File: src/rtl/param_scan_decoder.sv
// rtl/param_scan_decoder.sv - registered N-to-2^N one-hot decoder with a dwell-timed scan mode
module param_scan_decoder #(
  parameter int ADDR_WIDTH = 2,
  parameter int DWELL      = 1
) (
  input  logic                         clk,
  input  logic                         reset,
  input  logic                         enable,
  input  logic                         mode,
  input  logic [ADDR_WIDTH-1:0]        address,
  input  logic                         start,
  output logic [(1<<ADDR_WIDTH)-1:0]   out,
  output logic                         busy,
  output logic                         done,
  output logic [ADDR_WIDTH-1:0]        cur_addr
);

  localparam int LINES = 1 << ADDR_WIDTH;
  localparam int DCW   = (DWELL > 1) ? $clog2(DWELL) : 1;
  localparam logic [DCW-1:0]        DWELL_LOAD = DCW'(DWELL - 1);
  localparam logic [ADDR_WIDTH-1:0] LINE_LOAD  = ADDR_WIDTH'(LINES - 1);

  typedef enum logic [1:0] {IDLE, SCAN, DONE} state_t;

  state_t                  state;
  logic [DCW-1:0]          dwell_cnt;
  logic [ADDR_WIDTH-1:0]   line_cnt;
  logic [ADDR_WIDTH-1:0]   next_addr;

  assign next_addr = cur_addr + ADDR_WIDTH'(1);

  function automatic logic [LINES-1:0] decode(input logic [ADDR_WIDTH-1:0] a);
    logic [LINES-1:0] r;
    r    = '0;
    r[a] = 1'b1;
    return r;
  endfunction

  // DONE evaluates the IDLE rules on its own edge so back-to-back scans see a single zero cycle.
  always_ff @(posedge clk or posedge reset) begin
    if (reset) begin
      state     <= IDLE;
      out       <= '0;
      busy      <= 1'b0;
      done      <= 1'b0;
      cur_addr  <= '0;
      dwell_cnt <= '0;
      line_cnt  <= '0;
    end else if (state == SCAN) begin
      if (!enable) begin
        state <= IDLE;
        out   <= '0;
        busy  <= 1'b0;
      end else if (dwell_cnt != '0) begin
        dwell_cnt <= dwell_cnt - DCW'(1);
      end else if (line_cnt != '0) begin
        cur_addr  <= next_addr;
        out       <= decode(next_addr);
        dwell_cnt <= DWELL_LOAD;
        line_cnt  <= line_cnt - ADDR_WIDTH'(1);
      end else begin
        state <= DONE;
        out   <= '0;
        busy  <= 1'b0;
        done  <= 1'b1;
      end
    end else begin
      done  <= 1'b0;
      busy  <= 1'b0;
      state <= IDLE;
      if (!enable) begin
        out <= '0;
      end else if (!mode) begin
        out      <= decode(address);
        cur_addr <= address;
      end else if (start) begin
        state     <= SCAN;
        out       <= decode(address);
        cur_addr  <= address;
        dwell_cnt <= DWELL_LOAD;
        line_cnt  <= LINE_LOAD;
        busy      <= 1'b1;
      end else begin
        out <= '0;
      end
    end
  end

endmodule

File: config.mk
export PLATFORM = sky130hd
export DESIGN_NAME = param_scan_decoder
export DESIGN_NICKNAME = d
export VERILOG_FILES = /design/src/rtl/param_scan_decoder.sv
export SDC_FILE = /design/constraint.sdc
export NUM_CORES = 1
export LEC_CHECK = 0
export ABC_AREA = 1
export CORE_MARGIN = 4
export CORE_UTILIZATION = 25
export CTS_CLUSTER_SIZE = 16
export DETAILED_ROUTE_END_ITERATION = 8
export SLEW_MARGIN = 20
export SYNTH_ARGS = -nofsm -noshare
export SYNTH_HDL_FRONTEND = slang
export SYNTH_SLANG_ARGS = --single-unit
File: constraint.sdc
create_clock -name clk -period 1.05 [get_ports clk]
set_input_delay 0.2625 -clock clk [delete_from_list [all_inputs] [get_ports clk]]
set_output_delay 0.2625 -clock clk [all_outputs]
set_load 0.1 [all_outputs]
==> run metrics <==
Syn. warnings=0; antenna cells=0; num rows=18; Post-Syn Instances=79; root buffer cell=clkbuf_4; number of max-cap violations=0; Total Power=2190 uW; leakage=0.000573 uW; post-layout min period=1.29 ns; Clock Latency Late Sink=0.27 ns; drt initial violations=10; die area=3440 um^2; r2r startpoint=cur_addr[1]; detailed placement HPWL=1.05 mm; FF-to-FF path depth=7; largest net degree at the start of global routing=12; share of layout cells above drive strength 1=0.565; DR WL/cell=10.1 um; Area Growth Syn to Fin=85.7%; Seq/Total Area, Yosys=0.430; post-synthesis average cell area=8.11 um^2; Setup crit end kind=output port; Core Area=2450 um^2; worst slack, placed=-0.354 ns; PwrDens=1840 nW/um^2; post-route ant nets=0; CTS tree=done; Via Count=604; Worst VDD drop=0.00119 V; Setup crit start kind=flop; failing checks=negative setup slack; final count of hold timing violations=0; DRC violations left=0; worst-path fanout max=2; CP startpoint=cur_addr[0]; H-tree depth=1; fmax=0.773 GHz; final RePlAce weighted congestion=0.804; status=finished, violations left; Clock transition at path regs=0.07 ns; Worst Tran Pin Value=0.330 ns; HP Class=input port to async pin; mapped cell area=641 um^2; Post-Route WL=1.47 mm; Num CTS Buffers=3; slew margin rel.=0.780; Setup Crit Path Kind=flop to output port; RSZ-0062 raised after global routing=yes; Arr. time, crit path=1.03 ns; Fin Hold WS=0.295 ns; clk sinks=11; GRT Overall Usage=0.0965; Finish-stage setup viols=18; worst path required time=0.79 ns; die width=58.6 um; vias in the first global route=586; Setup Skew=0.00119 ns; I/O Buffers=14; Synthesized Nets=92; vias per cell=4.17; GR Overflow Total=0; clk buf depth=2; drt first pass iters=4; initial antenna violation count=0; first-pass GRT wire length=2.48 mm; Netlist cell types=14; slack of the critical path=-0.244 ns; Die H=58.6 um; layout net count=129; flops & latches, synth=11; Final period util=1.23; Ports=15; setup TNS=-1.77 ns; Initial Utilization=0.261; max-slew violations=0
==> Yosys cell counts (all sizes together) <==
master	number	area (um^2)
dfrtp	11	275
nand2	29	119
ha	6	75.1
nand4	1	12.5
nor2	4	32.5
o21ai	3	15.0
nand3	10	55.1
inv	15	56.3
==> flip-flops by register name, indices dropped and copies added, names as in the netlist <==
register,flops
out,4
state,2
cur_addr,2
line_cnt,2
done,1
==> per-stage QoR <==
stage,cell area [um^2],cells,util
after detailed placement,1020,134,0.416
after CTS,1170,144,0.475
after floorplan,668,79,-
after global routing,1190,145,0.485
final,1190,145,0.485
after global placement,1020,134,0.416
==> path summary, 6_finish.rpt <==
kind / endpoint / slack [ns]
min reg2reg: done / 0.55
min: state[1] / 0.30
max in group asynchronous: state[0] / 0.63
max: cur_addr[0] / -0.24
min in group clk: done / 0.55
max reg2reg: cur_addr[1] / -0.17
==> routing by layer <==
layer	share of wire	up-vias	GRT usage
met3	0.061	0	0.0461
met1	0.45	280	0.120
met2	0.49	14	0.153
met4	0	0	0.0194
li1	-	310	-
met5	0	-	0
==> kinds of logic after synthesis <==
| kind of cell | after synthesis | synth area share |
|---|---|---|
| adder cells (fa/ha/maj) | 6 | 0.117 |
| flip-flops | 11 | 0.430 |
| buffers and inverters | 15 | 0.0879 |
| AND/OR/NAND/NOR | 44 | 0.342 |
| AO/OA/AOI/OAI | 3 | 0.0234 |
==> repair_timing <==
action / in CTS / in global routing
hold buffers: 0 / 0
pin swaps: 6 / 2
setup endpoints to repair: 16 / 19
setup buffers: 6 / 2
gates resized for setup: 20 / 6
==> critical path: stages (launching register included) <==
cell and delay [ns]:
dfrtp_4 0.48, buf_6 0.13, buf_12 0.15
==> where the power goes <==
part | internal (uW) | total [uW] | switching, uW
registers | 526 | 589 | 63.9
clock network | 147 | 286 | 139
logic | 584 | 1310 | 730
total | 1260 | 2190 | 933
==> placed cells by master, fill, tap and decap left out, types with 4 or more instances in the layout <==
cell              n
nand2_2           4
buf_4            14
nand3_1           5
nand2_1          23
dfrtp_2           5
clkdlybuf4s50_1   5
inv_1             7
inv_2             7
buf_12            9
nand3_2           4
==> layout make-up <==
class                      instances  area, um^2
tap                               30        37.5
multi-input combinational         53         393
inverter                          15        58.8
clock buffer                       4        26.3
sequential                        11         293
timing repair buffer              32         382
fill                             226        1260
Power figures use the tool's default switching activity.
